`src/rtl/bicycle_pkg.sv`:
```
// Shared constants and mode encodings for the bicycle rear-light datapath.
// Used by the mode controller, beat counter, blinkers and output mux.
package bicycle_pkg;

  typedef enum logic [1:0] {
    MODE_OFF  = 2'b00,
    MODE_ON   = 2'b01,
    MODE_FAST = 2'b10,
    MODE_SLOW = 2'b11
  } mode_e;

  localparam int unsigned DEF_RATE_MIN  = 1;
  localparam int unsigned DEF_RATE_MAX  = 15;
  localparam int unsigned DEF_FAST_INIT = 2;
  localparam int unsigned DEF_SLOW_INIT = 8;
  localparam int unsigned BEAT_HZ       = 32;

  // OFF -> ON -> FAST -> SLOW -> OFF relies on the encoding wrapping in 2 bits.
  function automatic mode_e next_mode(input mode_e m);
    return mode_e'(m + 2'd1);
  endfunction

endpackage

```
`src/rtl/button_press_detect.sv`:
```
// Rising-edge press detector for one already-synchronised button level.
// History presets to 1 in reset so a button held through reset is not a press.
module button_press_detect (
  input  logic clk,
  input  logic rst,
  input  logic i_btn,
  output logic o_press
);

  logic r_hist;

  always_ff @(posedge clk) begin
    if (!rst) r_hist <= 1'b1;
    else      r_hist <= i_btn;
  end

  assign o_press = i_btn & ~r_hist;

endmodule

```
`src/rtl/light_mode_controller.sv`:
```
// Mode sequencing, blinker half-period configuration and idle auto-off
// for the bicycle rear light; all outputs are registered.
module light_mode_controller
  import bicycle_pkg::*;
#(
  parameter int unsigned RATE_W     = 4,
  parameter int unsigned RATE_MIN   = DEF_RATE_MIN,
  parameter int unsigned RATE_MAX   = DEF_RATE_MAX,
  parameter int unsigned FAST_INIT  = DEF_FAST_INIT,
  parameter int unsigned SLOW_INIT  = DEF_SLOW_INIT,
  parameter int unsigned IDLE_W     = 8,
  parameter int unsigned IDLE_BEATS = 255
) (
  input  logic              clk,
  input  logic              rst,
  input  logic              next,
  input  logic              faster,
  input  logic              slower,
  input  logic              beat,
  output logic [1:0]        mode,
  output logic [RATE_W-1:0] fast_rate,
  output logic [RATE_W-1:0] slow_rate,
  output logic              rate_load
);

  localparam logic [RATE_W-1:0] C_MIN       = RATE_W'(RATE_MIN);
  localparam logic [RATE_W-1:0] C_MAX       = RATE_W'(RATE_MAX);
  localparam logic [RATE_W-1:0] C_FAST_INIT = RATE_W'(FAST_INIT);
  localparam logic [RATE_W-1:0] C_SLOW_INIT = RATE_W'(SLOW_INIT);
  localparam logic [IDLE_W-1:0] C_IDLE_LAST = IDLE_W'(IDLE_BEATS - 1);

  mode_e             r_mode;
  logic [RATE_W-1:0] r_fast;
  logic [RATE_W-1:0] r_slow;
  logic              r_load;
  logic [IDLE_W-1:0] r_idle;

  logic              w_press_next;
  logic              w_press_fast;
  logic              w_press_slow;
  logic              w_any_press;
  logic              w_active;
  logic              w_rate_dn;
  logic              w_rate_up;
  logic [RATE_W-1:0] w_cur;
  logic [RATE_W-1:0] w_rate_new;
  logic              w_rate_step;

  button_press_detect u_next (.clk(clk), .rst(rst), .i_btn(next),   .o_press(w_press_next));
  button_press_detect u_fast (.clk(clk), .rst(rst), .i_btn(faster), .o_press(w_press_fast));
  button_press_detect u_slow (.clk(clk), .rst(rst), .i_btn(slower), .o_press(w_press_slow));

  // faster and slower together cancel; saturated steps are not rate changes
  assign w_any_press = w_press_next | w_press_fast | w_press_slow;
  assign w_active    = (r_mode == MODE_FAST) || (r_mode == MODE_SLOW);
  assign w_rate_dn   = w_press_fast & ~w_press_slow;
  assign w_rate_up   = w_press_slow & ~w_press_fast;
  assign w_cur       = (r_mode == MODE_FAST) ? r_fast : r_slow;
  assign w_rate_new  = w_rate_dn ? (w_cur - 1'b1) : (w_cur + 1'b1);
  assign w_rate_step = w_active &
                       ((w_rate_dn & (w_cur != C_MIN)) | (w_rate_up & (w_cur != C_MAX)));

  always_ff @(posedge clk) begin
    if (!rst) begin
      r_mode <= MODE_OFF;
      r_fast <= C_FAST_INIT;
      r_slow <= C_SLOW_INIT;
      r_load <= 1'b0;
      r_idle <= '0;
    end else begin
      r_load <= 1'b0;
      if (w_press_next) begin
        r_mode <= next_mode(r_mode);
        r_idle <= '0;
      end else if (w_any_press) begin
        r_idle <= '0;
        if (w_rate_step) begin
          if (r_mode == MODE_FAST) r_fast <= w_rate_new;
          else                     r_slow <= w_rate_new;
          r_load <= 1'b1;
        end
      end else if (r_mode == MODE_OFF) begin
        r_idle <= '0;
      end else if (beat) begin
        if (r_idle == C_IDLE_LAST) begin
          r_mode <= MODE_OFF;
          r_idle <= '0;
        end else begin
          r_idle <= r_idle + 1'b1;
        end
      end
    end
  end

  assign mode      = r_mode;
  assign fast_rate = r_fast;
  assign slow_rate = r_slow;
  assign rate_load = r_load;

endmodule

```
`config.mk`:
```
export PLATFORM = sky130hd
export DESIGN_NAME = light_mode_controller
export DESIGN_NICKNAME = d
export VERILOG_FILES = /design/src/rtl/bicycle_pkg.sv /design/src/rtl/button_press_detect.sv /design/src/rtl/light_mode_controller.sv
export SDC_FILE = /design/constraint.sdc
export NUM_CORES = 1
export LEC_CHECK = 0
export CORE_MARGIN = 5
export CORE_UTILIZATION = 53
export DETAILED_ROUTE_END_ITERATION = 7
export PLACE_DENSITY_LB_ADDON = 0.05
export SLEW_MARGIN = 20
export SYNTH_ARGS = -nofsm -noshare
export SYNTH_HDL_FRONTEND = slang
export SYNTH_SLANG_ARGS = --single-unit
```
`constraint.sdc`:
```
create_clock -name clk -period 2.86 [get_ports clk]
set_input_delay 0.858 -clock clk [delete_from_list [all_inputs] [get_ports clk]]
set_output_delay 0.858 -clock clk [all_outputs]
set_load 0.05 [all_outputs]
```
## Yosys cells after proc, flatten, opt, wreduce, memory -nomap -nowiden

Cells that the tools add are included.

- Flip-flop bits (word level): 22
- Input bits: 6
- Output and inout port bits: 11
- Logic and storage cells: 57

- $add $sub $neg: 4
- Eq/ne operators: 7
- Mux-type cells: 9
- Bitwise operators: 20
- Reductions and logical operators: 9

Operators by type and width:

| cell | count |
|---|---|
| 4-bit AND reduction | 3 |
| 2-bit 2-to-1 mux | 5 |
| 1-bit NOT | 9 |
| 8-bit by 1-bit adder with 8-bit output (second input constant) | 1 |
| 1-bit bitwise AND | 8 |
| 8-bit == test (second input constant) | 1 |
| 4-bit 2-to-1 mux | 2 |
| 8-bit 2-to-1 mux | 1 |
| 4-bit by 1-bit adder with 4-bit output (second input constant) | 1 |
| 2-bit == test (second input constant) | 2 |
| 2-bit inequality test (second input constant) | 2 |
| 4-bit by 1-bit inequality test with 1-bit output (second input constant) | 1 |
| 4-bit inequality test (second input constant) | 1 |
| 2-bit nonzero test | 2 |
| 4-bit OR reduction | 1 |
| 4-bit by 1-bit subtractor with 4-bit output (second input constant) | 1 |
| 1-bit bitwise OR | 3 |
| 3-bit OR reduction | 1 |
| 2-bit by 1-bit adder with 2-bit output (second input constant) | 1 |
| 2-bit zero test | 1 |
| 1-bit logical OR | 1 |
| 1-bit 2-to-1 mux | 1 |

## Depth between registers and ports, before layout

Gate-level depths: netlist of run 1.

- Depth in word-level cells: 8
- Gate-level depth with buffers: 9

## By module

From an unflattened synthesis of run 1, not the netlist that was laid out.

- Cell total of the unflattened synthesis: 138
- Area total of the unflattened synthesis: 1278.7 um^2

Modules (own cells, without submodules):

| module | times used | cells each | area an instance (um^2) | seq. area each (um^2) |
|---|---|---|---|---|
| light_mode_controller | 1 | 129 | 1158.6 | 380.4 |
| button_press_detect | 3 | 3 | 40.0 | 20.0 |

## Worst setup path before layout of run 1

Ideal clock, no wire load.

- Kind: reg-to-reg
- Start point: register r_mode[0], in the netlist mode[0]
- End point: register r_slow[0], in the netlist slow_rate[0]
- Setup time: 70 ps
- Arrival time: 2560 ps
- Setup slack: 231 ps
- Stages on the path, launching flop included: 10
- Path buffers: 0
- Period minus slack after synthesis: 2629 ps
- Cells stage by stage: dfxtp_1 -> inv_1 -> ha_1 -> mux2i_1 -> inv_1 -> ha_1 -> a21boi_0 -> o22a_1 -> or3_1 -> a21oi_1

RTL lines:

| element | line | RTL |
|---|---|---|
| start, declared | light_mode_controller.sv:32 | `mode_e r_mode;` |
| start signal, assigned | light_mode_controller.sv:73 | `r_mode <= next_mode(r_mode);` |
| 2-bit == test (*) | light_mode_controller.sv:58 | `assign w_cur = (r_mode == MODE_FAST) ? r_fast : r_slow;` |
| 4-bit 2-to-1 mux (*) | light_mode_controller.sv:58 |  |
| 4-bit by 1-bit adder with 4-bit output / 4-bit by 1-bit subtractor with 4-bit output (equally long branches) | light_mode_controller.sv:59 | `assign w_rate_new = w_rate_dn ? (w_cur - 1'b1) : (w_cur + 1'b1);` |
| 4-bit 2-to-1 mux (*) | light_mode_controller.sv:59 |  |
| named net w_rate_new[0] | light_mode_controller.sv:46 | `logic [RATE_W-1:0] w_rate_new;` |
| end signal, assigned | light_mode_controller.sv:79 | `else r_slow <= w_rate_new;` |
| end, declared | light_mode_controller.sv:34 | `logic [RATE_W-1:0] r_slow;` |

Mark *: on every way through the listed nets, which the timed path passes. The rest lies on a longest branch.
A chain may end at the register's enable or synchronous reset.

## Worst setup path after layout of run 1

- Start point: register r_mode[0], in the netlist mode[0]
- End point: register r_slow[2], in the netlist slow_rate[2]

- Word-level cells in the longest chain between the ends: 7

RTL lines:

| element | line | RTL |
|---|---|---|
| 2-bit == test | light_mode_controller.sv:55, light_mode_controller.sv:58, light_mode_controller.sv:78 |  |
| 4-bit 2-to-1 mux | light_mode_controller.sv:58 |  |
| 4-bit by 1-bit inequality test with 1-bit output / 4-bit inequality test (equally long branches) | light_mode_controller.sv:61 | `((w_rate_dn & (w_cur != C_MIN)) \| (w_rate_up & (w_cur != C_MAX)));` |
| 1-bit bitwise AND | light_mode_controller.sv:61 |  |
| 1-bit bitwise OR | light_mode_controller.sv:61 |  |
| 1-bit bitwise AND | light_mode_controller.sv:60 | `assign w_rate_step = w_active &` |
| 4-bit AND reduction (no line) | n/a |  |

Several ways; a longest one is shown, not always the timed one.

==> qor.yml, run 1 <==
status: "finished clean"
powerDensity_nw_per_um2: 344
grt_max_degree: 12
max_slew_margin_pct: 66.1
grt_overflow: 0
worst_pin_slew_ps: 507
track_usage_pct: 16.0
htree_num_levels: 1
cts_root_buffer: "clkbuf_4"
worst_ep_required_time_ps: 3070
ys_async_sr_fraction_pct: 0
yosys.cell_types.count: 33
timing.final.ws_setup_ps: 365
path_cells: "inv_1, ha_1, mux2i_1, inv_1, ha_1, a21boi_0, o22ai_1, a21oi_1, a311oi_1"
final_cell_mix: "dfxtp_1 (22), clkdlybuf4s50_1 (16), nor2_1 (14)"
routed_wirelength_microns: 2500
die_area_sq_um: 3280
clk_latency_ps: 290
drv_cap: 0
syn-num-nets: 146
drt-pass1-iter-count: 4
yosys_warnings: 0
syn_area_sq_um: 1180
timing.fmax_mhz: 401
muxShareOfSynthArea_pct: 8.46
area_growth_pct: 19.7
drt-vias-per-instance: 5.63
die_h_microns: 57.3
synth_edf_count: 0
arrival_ps: 2700
synth_largest_area_cell: "dfxtp_1"
synth_xor_area_share_pct: 6.66
crit_path_top_delay_cell: "mux2i_1"
grt_pass1_wl_microns: 4210
fin_skew_ps: 2.69
fin_nets: 169
syn-instance-count: 132
synth_top_area_share_pct: 37.2
pre_cts_ws_ps: 330
critical_path_buf_inv_count: 2
syn_area_per_cell_sq_um: 8.97
wire_per_inst_microns: 13.8
max_stage_delay_ps: 430
antenna_found_initial: 0
via_count: 1019
critical_path_class: "reg -> reg"
finalMaxSlewViolations: 0
synthFlopType: "dfxtp_1"
post_cts_buffers: 0
end_kind: "flip-flop"
antenna_left: 0
synthAdderAreaFrac_pct: 8.46
fin_crit_ps: 2500
n_antenna_cell: 0
tritoncts: "done"
layout_commonest_cell: "dfxtp_1"
numPortBuffers: 16
leakagePower_nw: 0.509
cts-buffers-inserted: 3
drive_gt1_share_pct: 5.88
die_w_microns: 57.3
clk_pin_slew_ps: 100
drt_iter0_drc: 27
hold_class: "reg -> reg"
cp_max_fo: 5
synth_top_family_by_area: "simple AND/OR/NAND/NOR gates"
gp_congestion: 0.906
ir_drop_mv: 0.287
synth_compound_area_share_pct: 13.0
yosysSeqAreaShare_pct: 37.2
crit_path_start_kind: "flip-flop"
start_util_pct: 54.6
critical-path-top-delay-family: "compound AO/OA/AOI/OAI gates"
core_sq_um: 2170
setup_tns_ps: 0
cts_resized: 0
dpl.hpwl_microns: 1970
yosys.area_share.simple_pct: 23.0
setup_viol: 0
pin_count: 17
holdBufCountCts: 0
finalCritPeriodShare_pct: 87.2
finalHoldViolations: 0
ys_top_cells_by_area: "dfxtp_1 (37%), ha_1 (8.5%), mux2i_1 (8.5%), nor2_1 (4.4%), xnor2_1 (3.7%)"
drc: 0
synth.ff_latch_count: 22
grt_setup_unrepaired: "no"
utilization_pct: 65.3
rows: 17
grt_pass1_vias: 984
clock_path_buffers: 2
cts.sinks: 22
worst min-delay path: stages, from the launching register on:
cell	delay, ps
dfxtp_1	360
nand3_1	80
a21oi_1	60
metal layers:
layer / GRT usage (%) / vias to the layer above / share of wire (%)
met4: 4.97 / 0 / 1.1
met5: 0 / - / 0
li1: - / 518 / -
met2: 29.5 / 18 / 52
met3: 2.71 / 4 / 2.3
met1: 18.8 / 479 / 45
registers in the layout, summed over array words and instances (netlist names):
name and cells:
mode 2, fast_rate 4, r_idle 8, slow_rate 4
u_slow.r_hist 1, u_fast.r_hist 1, u_next.r_hist 1, rate_load 1
cell usage after synthesis, types with 4 or more instances:
cell type  instances
a21oi_1            6
dfxtp_1           22
ha_1               8
inv_1              6
mux2i_1           10
nand2_1            7
nand2b_1           6
nand3_1            7
nand4_1            6
nor2_1            14
o21ai_0            4
xnor2_1            5
xor2_1             4
metrics by stage:
stage | area, sq um | std cells | hold slack, ps | total power, mW
after floorplan | 1180 | 132 | 479 | 0.347
after global placement | 1390 | 178 | 493 | 0.364
after detailed placement | 1390 | 178 | 512 | 0.365
after CTS | 1420 | 181 | 527 | 0.496
after global routing | 1420 | 181 | 556 | 0.516
final | 1420 | 181 | 527 | 0.487
layout make-up:
type                       instances  area [sq um]
fill                             186           753
multi-input combinational        102           706
tap                               28          35.0
timing repair buffer              20           190
inverter                           6          22.5
sequential                        22           440
clock buffer                       3          22.5
cells by family after synthesis:
kind of cell,Yosys count
mux,10
fa+ha+maj,8
simple gates,53
flops,22
xor+xnor,9
compound gates,22
buf+inv,8
where the power goes:
group	switching [mW]	internal, mW
sequential	0.00260	0.310
combinational	0.0257	0.0198
clock	0.0803	0.0490
path summary, 6_finish.rpt:
kind,depth (start not counted),slack (ps),from,endpoint
setup / recovery,9,360,mode[0],slow_rate[2]
setup reg to reg,9,360,mode[0],slow_rate[2]
hold / removal,2,530,mode[0],mode[0]
hold reg to reg,2,530,mode[0],mode[0]
No activity file was read; power rests on OpenSTA's default activity.
==> run 2, diff against run 1 <==
CORE_UTILIZATION = 43   (was 53)
CTS_CLUSTER_SIZE = 30   (was unset)
==> run 2 against run 1 <==
Sequential power hardly changed; largest power group unchanged; critical endpoint is now slow_rate[0]; non-clock buffer count is 2 lower; power is 23% higher; hold slack worse by 6.6 ps; cell count is 1.1% higher; sequential cell count stayed put.
==> qor.yml, run 2 (same netlist as run 1, synthesis figures left out) <==
finalInstanceArea_sq_um: 1440  # was 1420 sq um
drive_gt1_share_pct: 5.92  # was 5.88%
antenna_left: 0  # unchanged
arrival_ps: 2760  # was 2700 ps
timing.fmax_mhz: 400  # was 401 MHz
pin_count: 17  # unchanged
hold_slack_ps: 520  # was 527 ps
cts.sinks: 22  # unchanged
finalMaxSlewViolations: 0  # unchanged
htree_num_levels: 1  # unchanged
worst_pin_slew_ps: 593  # was 507 ps
die_h_microns: 62.5  # was 57.3 microns
drt-vias-per-instance: 5.43  # was 5.63
critical_path_class: "reg -> reg"  # unchanged
grt_overflow: 0  # unchanged
cts-buffers-inserted: 3  # unchanged
largest_reg_flops: 8  # unchanged
holdBufCountCts: 0  # unchanged
largest-register: "r_idle"  # unchanged
stdcell_count: 183  # was 181
die_w_microns: 62.5  # was 57.3 microns
pre_cts_ws_ps: 313  # was 330 ps
layout_commonest_cell: "dfxtp_1"  # unchanged
ir_drop_mv: 0.381  # was 0.287 mV
setup_tns_ps: 0  # unchanged
leakagePower_nw: 0.517  # was 0.509 nW
finalHoldViolations: 0  # unchanged
rows: 19  # was 17
drt-pass1-iter-count: 4  # unchanged
track_usage_pct: 14.1  # was 16.0%
wire_per_inst_microns: 13.9  # was 13.8 microns
hold_class: "reg -> reg"  # unchanged
fin_crit_ps: 2500  # about the same
final_cell_mix: "dfxtp_1 (22), clkdlybuf4s50_1 (16), nor2_1 (14)"  # unchanged
crit_path_start_kind: "flip-flop"  # unchanged
via_count: 993  # was 1019
die_area_sq_um: 3900  # was 3280 sq um
fin_nets: 167  # was 169
fillers: 254  # was 186
cp_max_fo: 4  # was 5
routed_wirelength_microns: 2540  # was 2500 microns
grt_pass1_wl_microns: 4620  # was 4210 microns
antenna_found_initial: 0  # unchanged
clk_pin_slew_ps: 130  # was 100 ps
cts_root_buffer: "clkbuf_4"  # unchanged
n_antenna_cell: 0  # unchanged
grt_setup_unrepaired: "no"  # unchanged
numPortBuffers: 16  # unchanged
area_growth_pct: 21.8  # was 19.7%
finalCritPeriodShare_pct: 87.5  # was 87.2%
grt_max_degree: 14  # was 12
status: "finished clean"  # unchanged
gp_congestion: 0.827  # was 0.906
setup_viol: 0  # unchanged
drv_cap: 0  # unchanged
start_util_pct: 44.1  # was 54.6%
core_sq_um: 2690  # was 2170 sq um
timing.final.ws_setup_ps: 358  # was 365 ps
place_inst: 179  # was 178
drt_iter0_drc: 63  # was 27
drc: 0  # unchanged
end_kind: "flip-flop"  # unchanged
worst_ep_required_time_ps: 3120  # was 3070 ps
grt_pass1_vias: 1011  # was 984
max_slew_margin_pct: 60.4  # was 66.1%
fin_skew_ps: 4.00  # was 2.69 ps
clock_path_buffers: 2  # unchanged
tritoncts: "done"  # unchanged
clk_latency_ps: 310  # was 290 ps
powerDensity_nw_per_um2: 416  # was 344 nW/um^2
place_area_sq_um: 1380  # was 1390 sq um
dpl.hpwl_microns: 1900  # was 1970 microns
## run 2: cell types whose count changed in the layout (fill, tap and decap cells not counted), sizes merged
cell    change
bufinv      +1
buf         -2
## run 2: path summary, 6_finish.rpt
| path | cells past startpoint | slack (ps) | to | from |
|---|---|---|---|---|
| min reg2reg | 2 | 520 | slow_rate[0] | slow_rate[0] |
| max reg2reg | 9 | 360 | slow_rate[0] | mode[0] |
| max | 9 | 360 | slow_rate[0] | mode[0] |
| min | 2 | 520 | slow_rate[0] | slow_rate[0] |
## run 2: critical path, stage by stage (launching register included)
cell and delay, ps:
dfxtp_1 360, inv_1 110, ha_1 280, mux2i_1 430, inv_1 90, ha_1 210
a21boi_0 190, o22a_1 310, or3_1 320, a21oi_1 140
## run 2: timing repair
item	in CTS	in global routing
setup buffers	0	0
setup endpoints to repair	0	1
gates resized for setup	0	1
## run 2: stage by stage
| stage | util (%) | total power [mW] |
|---|---|---|
| floorplan | - | 0.347 |
| finish | 53.7 | 0.599 |
| global placement | 51.5 | 0.364 |
| detailed placement | 51.5 | 0.364 |
| CTS | 53.4 | 0.609 |
| global route | 53.7 | 0.627 |
## run 2: per-layer routing
metal,GRT usage [%],wire (microns)
met1,19.0,1290
met2,22.0,1060
met3,4.50,172
met4,3.18,17
met5,0,0
## run 2: cell type report
class                      instances  area (sq um)  share of cell area (%)
clock inverter                     1          30.0                    2.08
sequential                        22           440                    30.6
tap                               31          38.8                    2.69
inverter                           6          22.5                    1.56
multi-input combinational        102           712                    49.4
clock buffer                       3          22.5                    1.56
timing repair buffer              18           175                    12.2
## run 2: power breakdown
group	switching [mW]	internal (mW)	total, mW	leakage, nW
combinational	0.0264	0.0194	0.0457	0.311
clock	0.0996	0.142	0.241	0.0279
sequential	0.00237	0.310	0.312	0.178
total	0.128	0.471	0.599	0.517
==> run 3, diff against run 2 <==
GPL_TIMING_DRIVEN = 0   (was unset)
==> run 3 against run 2 <==
Critical path depth stayed put; power is 11% lower; core utilization is 0.84 points lower; sequential cell count stayed put; hold slack worse by 3.3 ps; combinational power is 1% lower; cell count is 0.55% lower; setup slack worse by 36 ps; cell area is 1.6% lower; fmax is 1.4% lower; sequential power hardly changed.
==> qor.yml, run 3 (same netlist as run 1, synthesis figures left out) <==
worst_ep_required_time_ps: 3110  # was 3120 ps
status: "finished clean"  # unchanged
worstHoldStart: "mode[0]"  # was slow_rate[0]
dpl.hpwl_microns: 1930  # was 1900 microns
grt_max_degree: 13  # was 14
hold_class: "reg -> reg"  # unchanged
highest_layer: "met4"  # unchanged
numPortBuffers: 15  # was 16
arrival_ps: 2790  # was 2760 ps
powerDensity_nw_per_um2: 375  # was 416 nW/um^2
finalHoldViolations: 0  # unchanged
clk_pin_slew_ps: 130  # about the same
wl_met2_microns: 1210  # was 1060 microns
grt_pass1_vias: 993  # was 1011
die_area_sq_um: 3900  # unchanged
pin_count: 17  # unchanged
grt_overflow: 0  # unchanged
path_cells: "inv_1, ha_1, mux2i_2, inv_1, ha_1, a21boi_0, o22a_1, or3_1, a21oi_1"  # was inv_1, ha_1, mux2i_1, inv_1, ha_1, a21boi_0, o22a_1, or3_1, a21oi_1
antenna_left: 0  # unchanged
end_kind: "flip-flop"  # unchanged
routed_wirelength_microns: 2550  # was 2540 microns
die_w_microns: 62.5  # unchanged
met3_length_microns: 105  # was 172 microns
crit_path_start_kind: "flip-flop"  # unchanged
max_slew_margin_pct: 65.1  # was 60.4%
cp_max_fo: 5  # was 4
critical_path_buf_inv_count: 2  # unchanged
n_antenna_cell: 0  # unchanged
setup_tns_ps: 0  # unchanged
fin_nets: 166  # was 167
core_sq_um: 2690  # unchanged
drv_cap: 0  # unchanged
clk_latency_ps: 310  # about the same
fin_skew_ps: 2.70  # was 4.00 ps
fin_crit_ps: 2540  # was 2500 ps
setup_viol: 0  # unchanged
post_cts_buffers: 0  # unchanged
reg2reg_from: "mode[0]"  # unchanged
max_stage_delay_ps: 410  # was 430 ps
finalCritPeriodShare_pct: 88.8  # was 87.5%
grt_pass1_wl_microns: 4350  # was 4620 microns
area_growth_pct: 19.9  # was 21.8%
leakagePower_nw: 0.505  # was 0.517 nW
timing.fmax_mhz: 394  # was 400 MHz
drt-vias-per-instance: 5.59  # was 5.43
rows: 19  # unchanged
wire_per_inst_microns: 14.0  # was 13.9 microns
die_h_microns: 62.5  # unchanged
cts_root_buffer: "clkbuf_4"  # unchanged
clock_path_buffers: 2  # unchanged
fillers: 260  # was 254
critical_path_class: "reg -> reg"  # unchanged
final_cell_mix: "dfxtp_1 (22), clkdlybuf4s50_1 (15), nor2_1 (14)"  # was dfxtp_1 (22), clkdlybuf4s50_1 (16), nor2_1 (14)
drt_iter0_drc: 31  # was 63
cts-buffers-inserted: 3  # unchanged
drt-pass1-iter-count: 4  # unchanged
worst_pin_slew_ps: 518  # was 593 ps
drt-met1-wl_microns: 1210  # was 1290 microns
tritoncts: "done"  # unchanged
htree_num_levels: 1  # unchanged
start_util_pct: 44.1  # unchanged
gp_congestion: 0.816  # was 0.827
via_count: 1018  # was 993
ir_drop_mv: 0.287  # was 0.381 mV
startpoint: "mode[0]"  # unchanged
crit_path_top_delay_cell: "mux2i_2"  # was mux2i_1
drc: 0  # unchanged
hold_slack_ps: 517  # was 520 ps
antenna_found_initial: 0  # unchanged
track_usage_pct: 13.4  # was 14.1%
grt_setup_unrepaired: "no"  # unchanged
finalMaxSlewViolations: 0  # unchanged
layout_commonest_cell: "dfxtp_1"  # unchanged
utilization_pct: 52.8  # was 53.7%
drive_gt1_share_pct: 5.96  # was 5.92%
cts.sinks: 22  # unchanged
largest_reg_flops: 8  # unchanged
largest-register: "r_idle"  # unchanged
critical-path-top-delay-family: "compound AO/OA/AOI/OAI gates"  # unchanged
## run 3: routing by layer
metal  GRT usage [%]  up-vias
met4            2.39        0
li1                -      510
met5               0        -
met3            4.68        2
met2            22.8       18
met1            16.4      488
## run 3: worst reg2reg max path: stages (launching register included)
cell and delay (ps):
dfxtp_1 360, inv_1 100, ha_1 320, mux2i_2 420, inv_1 110, ha_1 220
a21boi_0 190, o22a_1 300, or3_1 320, a21oi_1 150
## run 3: layout make-up
type	instances	area [sq um]	area share [%]
Multi-Input combinational cell	102	716	50.4
Timing Repair Buffer	15	150	10.6
Inverter	6	22.5	1.59
Clock buffer	4	36.3	2.56
Sequential cell	22	440	31.0
Buffer	2	15.0	1.06
Tap cell	31	38.8	2.73
## run 3: power breakdown
part	internal [mW]	leakage (nW)	switching [mW]	total [mW]
logic	0.0185	0.306	0.0266	0.0451
clock network	0.0777	0.0210	0.0971	0.175
registers	0.310	0.178	0.00239	0.312
total	0.406	0.505	0.126	0.532
## run 3: path summary, 6_finish.rpt
kind | endpoint | slack, ps | cells after the start
worst min-delay path | mode[0] | 520 | 2
worst min register to register | mode[0] | 520 | 2
worst max register to register | slow_rate[0] | 320 | 9
worst max-delay path | slow_rate[0] | 320 | 9
## run 3: per-stage QoR
step                      instances  setup slack, ps  total power [mW]  cell area [sq um]
after floorplan                 132              231             0.347               1180
after CTS                       182              197             0.538               1410
after detailed placement        178              231             0.364               1370
after global placement          178              277             0.363               1370
after global routing            182              101             0.560               1420
final                           182              322             0.532               1420
## run 3: repair_timing
item,4_1_cts,5_1_grt
hold buffers,0,0
resized for setup,0,2
setup endpoints to repair,0,1
